**src/rtl/banked_multiport_memory_if.sv**
```systemverilog
// Request/response bus of the banked scratchpad: one batch of lane
// addresses in, one batch of lane data words out, each with valid/ready.
interface banked_multiport_memory_if #(
   parameter int WIDTH     = 16,
   parameter int HEIGHT    = 64,
   parameter int NUM_PORTS = 9
);
   localparam int ADDR_W = $clog2(HEIGHT);

   logic                          req_valid;
   logic                          req_ready;
   logic [NUM_PORTS-1:0]          req_mask;
   logic [NUM_PORTS*ADDR_W-1:0]   req_addr;
   logic                          resp_valid;
   logic                          resp_ready;
   logic [NUM_PORTS*WIDTH-1:0]    resp_data;

   modport master (
      output req_valid, req_mask, req_addr, resp_ready,
      input  req_ready, resp_valid, resp_data
   );

   modport slave (
      input  req_valid, req_mask, req_addr, resp_ready,
      output req_ready, resp_valid, resp_data
   );
endinterface

```
**src/rtl/banked_multiport_memory.sv**
```systemverilog
// Banked multi-lane scratchpad between external memory and the PE array.
// Words are interleaved over NUM_BANKS banks by the low address bits; each
// bank serves one lane per cycle, so a batch takes as many SERVE cycles as
// its most crowded bank (plus one per write that blocks a needed bank).
module banked_multiport_memory #(
   parameter int WIDTH                = 16,
   parameter int HEIGHT               = 64,
   parameter int NUM_PORTS            = 9,
   parameter int NUM_BANKS            = 4,
   parameter int USED_AS_EXTERNAL_MEM = 0,
   localparam int ADDR_W              = $clog2(HEIGHT)
) (
   input  logic                        clk,
   input  logic                        arst_n_in,
   banked_multiport_memory_if.slave    bus,
   input  logic                        write_en,
   input  logic [ADDR_W-1:0]           write_addr,
   input  logic [WIDTH-1:0]            din,
   output logic [31:0]                 conflict_count
);

   localparam int ROWS   = HEIGHT / NUM_BANKS;
   localparam int BANK_W = (NUM_BANKS > 1) ? $clog2(NUM_BANKS) : 1;
   localparam int ROW_W  = (ROWS > 1) ? $clog2(ROWS) : 1;
   localparam int LANE_W = (NUM_PORTS > 1) ? $clog2(NUM_PORTS) : 1;

   localparam logic [1:0] ST_IDLE  = 2'd0;
   localparam logic [1:0] ST_SERVE = 2'd1;
   localparam logic [1:0] ST_RESP  = 2'd2;

   // The cost-model flag only matters to the simulation environment; the
   // storage itself is identical for both uses.
   if (USED_AS_EXTERNAL_MEM != 0) begin : g_external_use
   end

   function automatic logic [BANK_W-1:0] bank_of(input logic [ADDR_W-1:0] a);
      return BANK_W'(a % ADDR_W'(NUM_BANKS));
   endfunction

   function automatic logic [ROW_W-1:0] row_of(input logic [ADDR_W-1:0] a);
      return ROW_W'(a / ADDR_W'(NUM_BANKS));
   endfunction

   logic [1:0]            state;
   logic [NUM_PORTS-1:0]  pending;
   logic [NUM_PORTS-1:0]  lane_grant;
   logic [NUM_PORTS-1:0]  still_pending;
   logic [ADDR_W-1:0]     lane_addr [NUM_PORTS];
   logic [WIDTH-1:0]      lane_data [NUM_PORTS];

   logic [WIDTH-1:0]      bank_mem  [NUM_BANKS][ROWS];
   logic                  bank_hit  [NUM_BANKS];
   logic [LANE_W-1:0]     bank_lane [NUM_BANKS];
   logic [WIDTH-1:0]      bank_rd   [NUM_BANKS];
   logic [BANK_W-1:0]     write_bank;

   assign write_bank     = bank_of(write_addr);
   assign bus.req_ready  = (state == ST_IDLE);
   assign bus.resp_valid = (state == ST_RESP);

   for (genvar p = 0; p < NUM_PORTS; p++) begin : g_resp_pack
      assign bus.resp_data[p*WIDTH +: WIDTH] = lane_data[p];
   end

   // Per-bank arbiter: a bank being written this cycle stays idle, otherwise
   // the lowest-numbered pending lane that maps onto the bank wins.
   always_comb begin
      for (int b = 0; b < NUM_BANKS; b++) begin
         bank_hit[b]  = 1'b0;
         bank_lane[b] = '0;
      end
      if (state == ST_SERVE) begin
         for (int b = 0; b < NUM_BANKS; b++) begin
            if (!(write_en && write_bank == BANK_W'(b))) begin
               for (int p = NUM_PORTS - 1; p >= 0; p--) begin
                  if (pending[p] && bank_of(lane_addr[p]) == BANK_W'(b)) begin
                     bank_hit[b]  = 1'b1;
                     bank_lane[b] = LANE_W'(p);
                  end
               end
            end
         end
      end
   end

   // One read per bank, addressed by whichever lane that bank granted.
   always_comb begin
      for (int b = 0; b < NUM_BANKS; b++) begin
         bank_rd[b] = bank_mem[b][row_of(lane_addr[bank_lane[b]])];
      end
   end

   // Fan the bank grants back out to lanes and work out who is still waiting.
   always_comb begin
      lane_grant = '0;
      for (int p = 0; p < NUM_PORTS; p++) begin
         lane_grant[p] = bank_hit[bank_of(lane_addr[p])] &&
                         (bank_lane[bank_of(lane_addr[p])] == LANE_W'(p));
      end
      still_pending = pending & ~lane_grant;
   end

   // Batch sequencing: accept in IDLE, drain lanes in SERVE, hold results in RESP.
   always_ff @(posedge clk or negedge arst_n_in) begin
      if (!arst_n_in) begin
         state          <= ST_IDLE;
         pending        <= '0;
         conflict_count <= '0;
         for (int p = 0; p < NUM_PORTS; p++) begin
            lane_data[p] <= '0;
         end
      end else begin
         case (state)
            ST_IDLE: begin
               if (bus.req_valid) begin
                  pending <= bus.req_mask;
                  for (int p = 0; p < NUM_PORTS; p++) begin
                     lane_data[p] <= '0;
                  end
                  state <= (|bus.req_mask) ? ST_SERVE : ST_RESP;
               end
            end
            ST_SERVE: begin
               pending <= still_pending;
               for (int p = 0; p < NUM_PORTS; p++) begin
                  if (lane_grant[p]) begin
                     lane_data[p] <= bank_rd[bank_of(lane_addr[p])];
                  end
               end
               if (|still_pending) begin
                  if (conflict_count != 32'hFFFF_FFFF) begin
                     conflict_count <= conflict_count + 32'd1;
                  end
               end else begin
                  state <= ST_RESP;
               end
            end
            ST_RESP: begin
               if (bus.resp_ready) begin
                  state <= ST_IDLE;
               end
            end
            default: state <= ST_IDLE;
         endcase
      end
   end

   // Lane addresses are captured with the batch and need no reset.
   always_ff @(posedge clk) begin
      if (state == ST_IDLE && bus.req_valid) begin
         for (int p = 0; p < NUM_PORTS; p++) begin
            lane_addr[p] <= bus.req_addr[p*ADDR_W +: ADDR_W];
         end
      end
   end

   // Write port is never stalled; the arbiter keeps reads off the written bank.
   always_ff @(posedge clk) begin
      if (write_en) begin
         bank_mem[write_bank][row_of(write_addr)] <= din;
      end
   end

endmodule
```
**src/flat_wrapper.sv**
```systemverilog
// flat-port wrapper written by rule: the top's interface ports become plain ports
module banked_multiport_memory_flat 
#(
   parameter int WIDTH                = 16,
   parameter int HEIGHT               = 64,
   parameter int NUM_PORTS            = 9,
   parameter int NUM_BANKS            = 4,
   parameter int USED_AS_EXTERNAL_MEM = 0,
   localparam int ADDR_W              = $clog2(HEIGHT)
)
  (clk, arst_n_in, write_en, write_addr, din, conflict_count, bus_req_valid, bus_req_mask, bus_req_addr, bus_resp_ready, bus_req_ready, bus_resp_valid, bus_resp_data);
  banked_multiport_memory_if #(.WIDTH(WIDTH), .HEIGHT(HEIGHT), .NUM_PORTS(NUM_PORTS)) bus_i ();
  input  logic clk;
  input  logic arst_n_in;
  input  logic write_en;
  input  logic [ADDR_W-1:0] write_addr;
  input  logic [WIDTH-1:0] din;
  output logic [31:0] conflict_count;
  input wire logic [$bits(bus_i.req_valid)-1:0] bus_req_valid;
  input wire logic [$bits(bus_i.req_mask)-1:0] bus_req_mask;
  input wire logic [$bits(bus_i.req_addr)-1:0] bus_req_addr;
  input wire logic [$bits(bus_i.resp_ready)-1:0] bus_resp_ready;
  output wire logic [$bits(bus_i.req_ready)-1:0] bus_req_ready;
  output wire logic [$bits(bus_i.resp_valid)-1:0] bus_resp_valid;
  output wire logic [$bits(bus_i.resp_data)-1:0] bus_resp_data;
  assign bus_i.req_valid = bus_req_valid;
  assign bus_i.req_mask = bus_req_mask;
  assign bus_i.req_addr = bus_req_addr;
  assign bus_i.resp_ready = bus_resp_ready;
  assign bus_req_ready = bus_i.req_ready;
  assign bus_resp_valid = bus_i.resp_valid;
  assign bus_resp_data = bus_i.resp_data;
  banked_multiport_memory #(.WIDTH(WIDTH), .HEIGHT(HEIGHT), .NUM_PORTS(NUM_PORTS), .NUM_BANKS(NUM_BANKS), .USED_AS_EXTERNAL_MEM(USED_AS_EXTERNAL_MEM)) u_core (.clk(clk), .arst_n_in(arst_n_in), .bus(bus_i), .write_en(write_en), .write_addr(write_addr), .din(din), .conflict_count(conflict_count));
endmodule
```
**config.mk**
```make
export PLATFORM = sky130hd
export DESIGN_NAME = banked_multiport_memory_flat
export DESIGN_NICKNAME = d
export VERILOG_FILES = /design/src/rtl/banked_multiport_memory_if.sv /design/src/rtl/banked_multiport_memory.sv /design/src/flat_wrapper.sv
export SDC_FILE = /design/constraint.sdc
export NUM_CORES = 2
export LEC_CHECK = 0
export BUFFER_PORTS_ARGS = -buffer_cell sky130_fd_sc_hd__buf_4
export CORE_MARGIN = 4
export CORE_UTILIZATION = 40
export DETAILED_ROUTE_END_ITERATION = 10
export SLEW_MARGIN = 30
export SYNTH_ARGS = -nofsm -noshare
export SYNTH_HDL_FRONTEND = slang
export SYNTH_SLANG_ARGS = --single-unit
```
**constraint.sdc**
```tcl
create_clock -name clk -period 6.3 [get_ports clk]
set_input_delay 0.315 -clock clk [delete_from_list [all_inputs] [get_ports clk]]
set_output_delay 0.315 -clock clk [all_outputs]
set_load 0.005 [all_outputs]
```
==> out/metrics.yaml <==
clock_skew_ps: 31.8
first_global_vias: 42505
cts_tree: "yes"
start_kind: "flip-flop"
die_w_um: 390
finalWirelength_um: 249000
synth_flop_cell: "edfxtp_1"
synth_area_sq_mm: 0.0582
pre_cts_ws_ps: 695
cts_root_buffer: "clkbuf_16"
setup_slack_ps: 392
ys_ff_latch: 1265
yosysWarnings: 0
portBuffers: 267
fill_cells: 12724
synthDistinctLibCells: 128
cts.sink_count: 1265
grt_max_degree: 123
setup_violations: 0
final_cell_mix: "1078 x edfxtp_1, 541 x buf_4, 497 x nand2_1"
grt_pass1_wl_um: 343000
core_sq_mm: 0.144
powerDensity_mw_per_mm2: 567
cts_max_level: 4
p_leak_nw: 25.1
setup_tns_ps: 0
place.gp.congestion: 1.04
crit_required_ps: 6990
yosysSeqAreaShare_pct: 63.6
max_freq_mhz: 169
endpoint_kind: "flip-flop"
overflow: 0
drc: 0
yosys-top-cells-area: "edfxtp_1 56%, dfrtp_1 8.0%, mux2i_1 4.1%"
min_period_ps: 5910
crit_chain: "nand3b_1 -> nand4_1 -> a31oi_1 -> or3_1 -> buf_4 -> o2111ai_1 -> nor2_4 -> buf_12 -> mux2_2 -> a22oi_1 -> o21a_1 -> mux2i_1 -> a31oi_1"
critPathBufInv: 2
start_util_pct: 40.4
wl_per_cell_um: 35.6
status: "finished clean"
cts.clk_slew.worst_paths_ps: 60
hp-class: "primary input to async pin"
tightest_slew_ps: 1130
clock_path_buffers: 3
first_iter_violations: 7020
arrival_ps: 6600
vias_per_cell: 6.54
critPathKind: "flip-flop to flip-flop"
antenna_found_initial: 14
cpMostUsedCell: "a31oi_1"
yosys.area.top_type_share_pct: 55.6
syn2layout_area_growth_pct: 18.5
die_area_sq_mm: 0.152
rsz0062_at_grt: "no"
ir_worst_vdd_mv: 0.304
pin_count: 268
num_rows: 139
cp_num_cells: 13
synth_edf_count: 1078
synthCells: 4499
max_cap_viol_count: 0
worstPathMaxFanout: 41
crit_slowest_cell: "o21a_1"
post-dp-hpwl_um: 171000
finalHoldViolCount: 0
synth_nets: 4590
crit_family: "compound AO/OA/AOI/OAI gates"
numCtsBuffers: 139
slew_headroom_pct: 24.5
postCtsSetupBuffers: 0
r2r_cells: 13
dieHeight_um: 390
slowest_delay_ps: 700
vias: 45756
synth_top_area_cell: "edfxtp_1"
async_flop_share_pct: 14.8
slew_viol_final: 0
clk_latency_ps: 790
grtUsageTotal_pct: 32.0
drt_first_pass_iters: 8
period_share_pct: 93.8
nets: 5068
avgSynthCellArea_sq_um: 12.9
layout-drive-gt1-share_pct: 20.4
final_common_cell: "edfxtp_1"
drtAntennaViolNets: 0
## through the flow
| step | hold slack, ps | area [sq um] | total power [mW] | instances | util [%] |
|---|---|---|---|---|---|
| after floorplan | 19.4 | 58200 | 20.5 | 4499 | - |
| after global placement | 310 | 63700 | 30.1 | 6670 | 44.2 |
| after detailed placement | 312 | 63800 | 30.2 | 6672 | 44.3 |
| after CTS | 78.5 | 69000 | 38.4 | 6990 | 47.8 |
| after global routing | 126 | 69000 | 40.0 | 6993 | 47.9 |
| final | 105 | 69000 | 39.2 | 6995 | 47.9 |
## path summary, 6_finish.rpt
path,startpoint,endpoint,slack [ps]
min in group clk,din[7],u_core.bank_mem[0][135]$_DFFE_PP_,150
max reg2reg,u_core.lane_addr[1][0]$_DFFE_PP_,u_core.bus.resp_data[93]$_DFFE_PN0P_,390
max,u_core.lane_addr[1][0]$_DFFE_PP_,u_core.bus.resp_data[93]$_DFFE_PN0P_,390
min,arst_n_in,u_core.conflict_count[7]$_DFFE_PN0P_,100
max in group asynchronous,arst_n_in,u_core.bus.resp_data[65]$_DFFE_PN0P_,4960
min reg2reg,u_core.conflict_count[19]$_DFFE_PN0P_,u_core.conflict_count[19]$_DFFE_PN0P_,490
## synth_stat cells (58+ instances only)
library cell / number
a211oi_1: 72
a21oi_1: 163
and3_1: 65
buf_2: 83
clkbuf_1: 143
dfrtp_1: 187
edfxtp_1: 1078
mux2_2: 58
mux2i_1: 238
nand2_1: 498
nand3_1: 235
nor2_1: 257
nor3_1: 73
o21ai_0: 185
## cells by family after synthesis
family | Yosys count | share of synthesized area (%)
AOI/OAI and AO/OA | 1134 | 14.5
xor gates and xnor gates | 31 | 0.466
adders and majority gates | 1 | 0.0215
buffers and inverters | 333 | 2.81
DFF | 1265 | 63.6
muxes | 337 | 6.81
and+or+nand+nor | 1398 | 11.8
## worst register-to-register path: stages, from the launching register on
cell and delay [ps]:
edfxtp_1 670, nand3b_1 340, nand4_1 670, a31oi_1 630
or3_1 200, buf_4 200, o2111ai_1 240, nor2_4 660
buf_12 340, mux2_2 430, a22oi_1 300, o21a_1 700
mux2i_1 220, a31oi_1 240
## power by group
part	internal, mW	switching (mW)
Clock	4.65	3.50
Combinational	6.44	14.0
Sequential	9.63	0.922
Total	20.7	18.4
## state kept, by name, summed over array words and instances (netlist names)
| register | cells |
|---|---|
| u_core.bank_mem | 1024 |
| u_core.bus.resp_data | 144 |
| u_core.lane_addr | 54 |
| u_core.conflict_count | 32 |
| u_core.pending | 9 |
| u_core.state | 2 |
## metal layers
| layer | wire (um) | track usage (%) | vias to the layer above |
|---|---|---|---|
| met5 | 48 | 0 | - |
| met4 | 11900 | 13.1 | 6 |
| met3 | 31100 | 9.14 | 555 |
| met2 | 101000 | 44.2 | 3295 |
| met1 | 105000 | 47.1 | 23154 |
| li1 | - | - | 18746 |
## layout make-up
cell class,instances,area [sq um],share of cell area (%)
Inverter,45,171,0.248
Clock buffer,173,3700,5.36
Multi-Input combinational cell,2901,19900,28.8
Tap cell,1903,2380,3.45
Clock inverter,79,795,1.15
Antenna cell,4,10.0,0.0145
Sequential cell,1265,37100,53.7
Timing Repair Buffer,625,5030,7.30
## what timing repair did
action / 4_1_cts / 5_1_grt
hold buffers: 66 / 0
gates resized for setup: 0 / 0
hold endpoints to repair: 130 / 0
Note: power is estimated with default switching activity, not from simulation.
